<file path="src/rtl/ctrl_pkg.sv">
// Shared encodings for the multicycle ARM-subset control unit: FSM states,
// instruction field values, ALU operations, condition codes and helpers.
package ctrl_pkg;

  typedef enum logic [3:0] {
    S_FETCH  = 4'd0,
    S_DECODE = 4'd1,
    S_MEMADR = 4'd2,
    S_MEMRD  = 4'd3,
    S_MEMWB  = 4'd4,
    S_MEMWR  = 4'd5,
    S_EXECR  = 4'd6,
    S_EXECI  = 4'd7,
    S_ALUWB  = 4'd8,
    S_BRANCH = 4'd9
  } state_t;

  localparam logic [1:0] OP_DP  = 2'b00;
  localparam logic [1:0] OP_MEM = 2'b01;
  localparam logic [1:0] OP_BR  = 2'b10;
  localparam logic [1:0] OP_NOP = 2'b11;

  localparam logic [3:0] FUNCT_AND = 4'b0000;
  localparam logic [3:0] FUNCT_SUB = 4'b0010;
  localparam logic [3:0] FUNCT_ADD = 4'b0100;
  localparam logic [3:0] FUNCT_CMP = 4'b1010;
  localparam logic [3:0] FUNCT_ORR = 4'b1100;
  localparam logic [3:0] FUNCT_MOV = 4'b1101;

  localparam logic [2:0] ALU_AND = 3'b000;
  localparam logic [2:0] ALU_ORR = 3'b001;
  localparam logic [2:0] ALU_ADD = 3'b010;
  localparam logic [2:0] ALU_SUB = 3'b011;
  localparam logic [2:0] ALU_MOV = 3'b100;

  localparam logic [3:0] COND_EQ = 4'b0000;
  localparam logic [3:0] COND_NE = 4'b0001;
  localparam logic [3:0] COND_CS = 4'b0010;
  localparam logic [3:0] COND_CC = 4'b0011;
  localparam logic [3:0] COND_MI = 4'b0100;
  localparam logic [3:0] COND_PL = 4'b0101;
  localparam logic [3:0] COND_VS = 4'b0110;
  localparam logic [3:0] COND_VC = 4'b0111;
  localparam logic [3:0] COND_HI = 4'b1000;
  localparam logic [3:0] COND_LS = 4'b1001;
  localparam logic [3:0] COND_GE = 4'b1010;
  localparam logic [3:0] COND_LT = 4'b1011;
  localparam logic [3:0] COND_GT = 4'b1100;
  localparam logic [3:0] COND_LE = 4'b1101;

  // flags are packed {N,Z,C,V}
  function automatic logic cond_eval(input logic [3:0] cond, input logic [3:0] flags);
    logic n, z, c, v;
    {n, z, c, v} = flags;
    case (cond)
      COND_EQ: cond_eval = z;
      COND_NE: cond_eval = !z;
      COND_CS: cond_eval = c;
      COND_CC: cond_eval = !c;
      COND_MI: cond_eval = n;
      COND_PL: cond_eval = !n;
      COND_VS: cond_eval = v;
      COND_VC: cond_eval = !v;
      COND_HI: cond_eval = c && !z;
      COND_LS: cond_eval = !c || z;
      COND_GE: cond_eval = (n == v);
      COND_LT: cond_eval = (n != v);
      COND_GT: cond_eval = !z && (n == v);
      COND_LE: cond_eval = z || (n != v);
      default: cond_eval = 1'b1;
    endcase
  endfunction

  function automatic logic [2:0] alu_from_funct(input logic [3:0] funct);
    case (funct)
      FUNCT_ADD: alu_from_funct = ALU_ADD;
      FUNCT_SUB: alu_from_funct = ALU_SUB;
      FUNCT_AND: alu_from_funct = ALU_AND;
      FUNCT_ORR: alu_from_funct = ALU_ORR;
      FUNCT_MOV: alu_from_funct = ALU_MOV;
      FUNCT_CMP: alu_from_funct = ALU_SUB;
      default:   alu_from_funct = ALU_ADD;
    endcase
  endfunction

endpackage

</file>
<file path="src/rtl/cond_logic.sv">
// NZCV flags register and the per-instruction condition-pass bit (CondEx).
// CondEx is captured in DECODE; flags are written at the end of EXECR/EXECI.
module cond_logic
  import ctrl_pkg::*;
(
  input  logic       clk,
  input  logic       reset,
  input  logic [3:0] i_cond,
  input  logic [3:0] i_alu_flags,
  input  logic       i_cond_ld,
  input  logic       i_flags_ld,
  input  logic [1:0] i_flag_w,
  output logic       o_cond_ex,
  output logic [3:0] o_flags
);

  logic       r_cond_ex;
  logic [3:0] r_flags;

  always_ff @(posedge clk) begin
    if (reset) begin
      r_cond_ex <= 1'b0;
      r_flags   <= 4'b0000;
    end else begin
      if (i_cond_ld)
        r_cond_ex <= cond_eval(i_cond, r_flags);
      // A failed condition leaves the flags untouched
      if (i_flags_ld && r_cond_ex) begin
        if (i_flag_w[1]) r_flags[3:2] <= i_alu_flags[3:2];
        if (i_flag_w[0]) r_flags[1:0] <= i_alu_flags[1:0];
      end
    end
  end

  assign o_cond_ex = r_cond_ex;
  assign o_flags   = r_flags;

endmodule

</file>
<file path="src/rtl/multicycle_ctrl.sv">
// Multicycle control FSM: sequences the shared ALU, memory port and register
// file, driving every datapath select and write enable from state and Instr.
module multicycle_ctrl
  import ctrl_pkg::*;
(
  input  logic        clk,
  input  logic        reset,
  input  logic [31:0] Instr,
  input  logic [3:0]  ALUFlags,
  output logic        PCWrite,
  output logic        AdrSrc,
  output logic        MemWrite,
  output logic        IRWrite,
  output logic        RegWrite,
  output logic [1:0]  ResultSrc,
  output logic        ALUSrcA,
  output logic [1:0]  ALUSrcB,
  output logic [1:0]  ImmSrc,
  output logic [1:0]  RegSrc,
  output logic [2:0]  ALUControl
);

  state_t r_state, w_next;

  logic [1:0] w_op;
  logic       w_i, w_s, w_is_cmp, w_cond_ex, w_nz_w, w_cv_ok;
  logic [3:0] w_funct, w_rd, w_cond, w_flags;
  logic       w_pcw, w_memw, w_irw, w_regw;

  assign w_cond   = Instr[31:28];
  assign w_op     = Instr[27:26];
  assign w_i      = Instr[25];
  assign w_funct  = Instr[24:21];
  assign w_s      = Instr[20];
  assign w_rd     = Instr[15:12];
  assign w_is_cmp = (w_funct == FUNCT_CMP);
  assign w_nz_w   = w_s || w_is_cmp;
  assign w_cv_ok  = (w_funct == FUNCT_ADD) || (w_funct == FUNCT_SUB) || w_is_cmp;

  cond_logic u_cond (
    .clk        (clk),
    .reset      (reset),
    .i_cond     (w_cond),
    .i_alu_flags(ALUFlags),
    .i_cond_ld  (r_state == S_DECODE),
    .i_flags_ld ((r_state == S_EXECR) || (r_state == S_EXECI)),
    .i_flag_w   ({w_nz_w, w_nz_w && w_cv_ok}),
    .o_cond_ex  (w_cond_ex),
    .o_flags    (w_flags)
  );

  always_ff @(posedge clk) begin
    if (reset) r_state <= S_FETCH;
    else       r_state <= w_next;
  end

  always_comb begin
    w_next     = S_FETCH;
    w_pcw      = 1'b0;
    AdrSrc     = 1'b0;
    w_memw     = 1'b0;
    w_irw      = 1'b0;
    w_regw     = 1'b0;
    ResultSrc  = 2'b00;
    ALUSrcA    = 1'b0;
    ALUSrcB    = 2'b00;
    ImmSrc     = 2'b00;
    RegSrc     = 2'b00;
    ALUControl = ALU_ADD;
    case (r_state)
      S_FETCH: begin
        w_irw     = 1'b1;
        w_pcw     = 1'b1;
        ALUSrcA   = 1'b1;
        ALUSrcB   = 2'b10;
        ResultSrc = 2'b10;
        w_next    = S_DECODE;
      end
      S_DECODE: begin
        ALUSrcA   = 1'b1;
        ALUSrcB   = 2'b10;
        ResultSrc = 2'b10;
        RegSrc    = {w_op == OP_MEM, w_op == OP_BR};
        ImmSrc    = (w_op == OP_NOP) ? 2'b00 : w_op;
        case (w_op)
          OP_MEM:  w_next = S_MEMADR;
          OP_DP:   w_next = w_i ? S_EXECI : S_EXECR;
          OP_BR:   w_next = S_BRANCH;
          default: w_next = S_FETCH;
        endcase
      end
      S_MEMADR: begin
        ALUSrcB = 2'b01;
        ImmSrc  = 2'b01;
        w_next  = w_s ? S_MEMRD : S_MEMWR;
      end
      S_MEMRD: begin
        AdrSrc = 1'b1;
        w_next = S_MEMWB;
      end
      S_MEMWB: begin
        ResultSrc = 2'b01;
        w_regw    = w_cond_ex;
      end
      S_MEMWR: begin
        AdrSrc = 1'b1;
        RegSrc = 2'b10;
        w_memw = w_cond_ex;
      end
      S_EXECR, S_EXECI: begin
        ALUSrcB    = (r_state == S_EXECI) ? 2'b01 : 2'b00;
        ALUControl = alu_from_funct(w_funct);
        w_next     = S_ALUWB;
      end
      S_ALUWB: begin
        // Rd=15 turns the writeback into a PC load
        if (!w_is_cmp) begin
          if (w_rd == 4'd15) w_pcw  = w_cond_ex;
          else               w_regw = w_cond_ex;
        end
      end
      S_BRANCH: begin
        RegSrc    = 2'b01;
        ALUSrcB   = 2'b01;
        ImmSrc    = 2'b10;
        ResultSrc = 2'b10;
        w_pcw     = w_cond_ex;
      end
      default: w_next = S_FETCH;
    endcase
  end

  // Architectural writes are blocked in any cycle that reset is high
  assign PCWrite  = w_pcw  && !reset;
  assign MemWrite = w_memw && !reset;
  assign IRWrite  = w_irw  && !reset;
  assign RegWrite = w_regw && !reset;

endmodule

</file>
<file path="config.mk">
export PLATFORM = sky130hd
export DESIGN_NAME = multicycle_ctrl
export DESIGN_NICKNAME = d
export VERILOG_FILES = /design/src/rtl/ctrl_pkg.sv /design/src/rtl/cond_logic.sv /design/src/rtl/multicycle_ctrl.sv
export SDC_FILE = /design/constraint.sdc
export NUM_CORES = 1
export LEC_CHECK = 0
export ABC_AREA = 0
export CAP_MARGIN = 20
export CORE_ASPECT_RATIO = 0.9
export CORE_MARGIN = 5
export CORE_UTILIZATION = 35
export DETAILED_ROUTE_END_ITERATION = 10
export GPL_TIMING_DRIVEN = 0
export PLACE_DENSITY = 0.8
export SKIP_LAST_GASP = 1
export SYNTH_ARGS = -nofsm -noshare
export SYNTH_HDL_FRONTEND = slang
export SYNTH_SLANG_ARGS = --single-unit
</file>
<file path="constraint.sdc">
create_clock -name clk -period 3.8 [get_ports clk]
set_clock_uncertainty 0.1 [all_clocks]
set_input_delay 0.57 -clock clk [delete_from_list [all_inputs] [get_ports clk]]
set_output_delay 0.57 -clock clk [all_outputs]
set_load 0.05 [all_outputs]
</file>
==> results_dict.tcl <==
set metrics [dict create \
    grt_max_degree 11 \
    cts-resized-gates 0 \
    clk_latency_ns 0.26 \
    fin_setup_tns_ns 0 \
    drc_errors 0 \
    hpwlAfterDp_mm 1.91 \
    dieArea_mm2 0.00337 \
    worstPathCellList "clkdlybuf4s50_1 > nand3b_1 > nor2_1 > o21ai_0 > nand4_1 > a21oi_1 > clkdlybuf4s50_1" \
    drtAntennaViolNets 0 \
    crit-reg2reg-launch "r_state[0]$_SDFF_PP0_" \
    dp.cells 173 \
    critPathKind "in2out" \
    syn2layout_area_growth_pct 50.8 \
    setup_viol 0 \
    grt_pass1_vias 869 \
    cp-start-kind "primary input" \
    cts_made_buffers 3 \
    cp_num_cells 7 \
    outcome "finished, final reports clean" \
    ctsHoldBuffers 0 \
    critPathRequiredTime_ns 3.13 \
    crit_start "Instr[23]" \
    hold_viol_final 0 \
    worstPathMaxFanout 6 \
    ys_ff_latch 9 \
    wl_per_cell_um 12.9 \
    die_h_um 55.6 \
    htree_levels 1 \
    yosysTopAreaCellShare 0.223 \
    critPathTopFamily "buffers and inverters" \
    grt_pass1_wl_mm 3.67 \
    synth.area.top_cells "dfxtp_1 (22%), mux2i_1 (8.7%), nor2_1 (7.9%)" \
    crit_buf_inv 2 \
    final_util 0.558 \
    io_pins 55 \
    fmax_mhz 297 \
    rows 16 \
    slew-limit-headroom 0.655 \
    synth_top_flop_cell "dfxtp_1" \
    path_common_cell "clkdlybuf4s50_1" \
    slowest_delay_ns 0.83 \
    cts_tree "done" \
    synth_edf_count 0 \
    final_nets 189 \
    min_from "u_cond.o_flags[1]$_SDFFE_PP0P_" \
    yosysTopAreaCell "dfxtp_1" \
    final_cell_count_no_fill 177 \
    gp_congestion 0.824 \
    cts-root-buf "clkbuf_4" \
    initial_core_util 0.370 \
    p_per_area_mw_per_mm2 265 \
    nFillCells 210 \
    clock_path_buffers 2 \
    maxCapViolCount 0 \
    hp-class "reg2reg" \
    worstPathArrival_ns 2.70 \
    end_kind "output port" \
    tightest_slew_ns 0.516 \
    syn_nets 149 \
    slowest_stage "clkdlybuf4s50_1" \
    ys_warn_count 0 \
    vias 950 \
    cts_setup_buffers 0 \
    grt_antenna_before_repair 0 \
    first_iter_violations 21 \
    ir_worst_vdd_v 0.000206 \
    r2r_cells 5 \
    hold_path_depth 2 \
    coreArea_mm2 0.00218 \
    syn_area_per_cell_um2 7.28 \
    synthesis.area_um2 808 \
    viasPerCell 5.37 \
    min_period_ns 3.37 \
    ff2ff_setup_slack_ns 2.25 \
    grtUsageTotal 0.136 \
    syn_inst 111 \
    dr.pass1.iters 4 \
    report.final.slew_viol_count 0 \
    drive_gt1_frac 0.0800 \
    grt.overflow.total 0 \
    rsz0062_at_grt "no" \
    io_buffers 35 \
    period_share 0.886 \
    clk_pin_slew_ns 0.06 \
    synthDistinctLibCells 38 \
    insertedDiodeCount 0 \
    p_leak_nw 0.478 \
    clock_sinks 9 \
    async_reset_ff_frac 0 \
    die_x_um 60.7 \
    synth-seq-area-share 0.223 \
    wirelength_mm 2.29 \
]
## cell type report
type	instances	area [µm²]	share of cell area
multi-input combinational	91	573	0.470
timing repair buffer	35	350	0.287
sequential	9	180	0.148
buffer	8	43.8	0.0359
tap	27	33.8	0.0277
clock buffer	4	26.3	0.0216
inverter	3	11.3	0.00924
## path summary, 6_finish.rpt
check / endpoint
setup / recovery: PCWrite
hold / removal: u_cond.o_flags[1]$_SDFFE_PP0P_
setup reg to reg: u_cond.o_cond_ex$_SDFFE_PP0P_
hold reg to reg: u_cond.o_flags[1]$_SDFFE_PP0P_
## sequential cells by signal (all words and copies together) (netlist names)
signal,cells
r_state,4
u_cond.o_cond_ex,1
u_cond.o_flags,4
## worst reg2reg max path, cell delays in order (launching register included)
cell      delay (ns)
dfxtp_1         0.30
buf_4           0.16
inv_2           0.08
nor4_1          0.44
o311a_1         0.27
a311oi_2        0.09
## cells in the mapped netlist, drive strengths merged (3+ instances only)
master and number:
o21ai 4, nor2 17, dfxtp 9, nor3b 3, mux2i 7, nor3 7
nand2b 3, buf 5, clkbuf 3, inv 3, xnor2 3, nor2b 4
nand2 9, a21oi 6
## power breakdown
part	internal [W]	switching (W)
Sequential	0.0000986	0.00000269
Clock	0.0000404	0.0000325
Combinational	0.0000598	0.0000891
## cell families (layout without fill, tap and decap cells)
kind of cell              Yosys count  after routing  share of synthesized area
and+or+nand+nor                    56             56                      0.362
AOI/OAI and AO/OA                  23             23                      0.206
buffers and inverters              11             50                     0.0681
DFF                                 9              9                      0.223
muxes                               7              7                     0.0867
xor gates and xnor gates            5              5                     0.0542
## routing by layer
layer | GRT usage | vias to the layer above | part of all wire
li1 | - | 477 | -
met1 | 0.164 | 434 | 0.42
met2 | 0.229 | 34 | 0.49
met3 | 0.0278 | 5 | 0.075
met4 | 0.0557 | 0 | 0.013
met5 | 0 | - | 0
## cells in the final DEF (no fill, tap or decap), types with 2 or more instances in the layout
| cell type | count |
|---|---|
| xnor2_1 | 3 |
| nor3_1 | 7 |
| buf_2 | 2 |
| xor2_1 | 2 |
| buf_4 | 3 |
| mux2i_1 | 7 |
| a22oi_1 | 2 |
| nor3b_1 | 3 |
| o22ai_1 | 2 |
| a21oi_1 | 6 |
| nor4_1 | 2 |
| nand2b_1 | 3 |
| inv_1 | 2 |
| o21ai_0 | 3 |
| o211a_1 | 2 |
| clkbuf_1 | 4 |
| clkbuf_4 | 3 |
| nand2_1 | 9 |
| nor2_1 | 17 |
| clkdlybuf4s50_1 | 35 |
| dfxtp_1 | 9 |
| nand4_1 | 2 |
| and3b_1 | 2 |
| nor2b_1 | 4 |
## through the flow
stage / hold WS, ns / instance area, µm² / total power [W] / setup WS (ns)
2_1_floorplan: 0.375 / 808 / 0.000196 / 0.522
3_3_place_gp: 0.404 / 1190 / 0.000249 / 0.493
3_5_place_dp: 0.414 / 1190 / 0.000252 / 0.477
4_1_cts: 0.428 / 1220 / 0.000326 / 0.445
5_1_grt: 0.458 / 1220 / 0.000342 / 0.334
6_report: 0.419 / 1220 / 0.000323 / 0.434
Power figures use the tool's default switching activity.
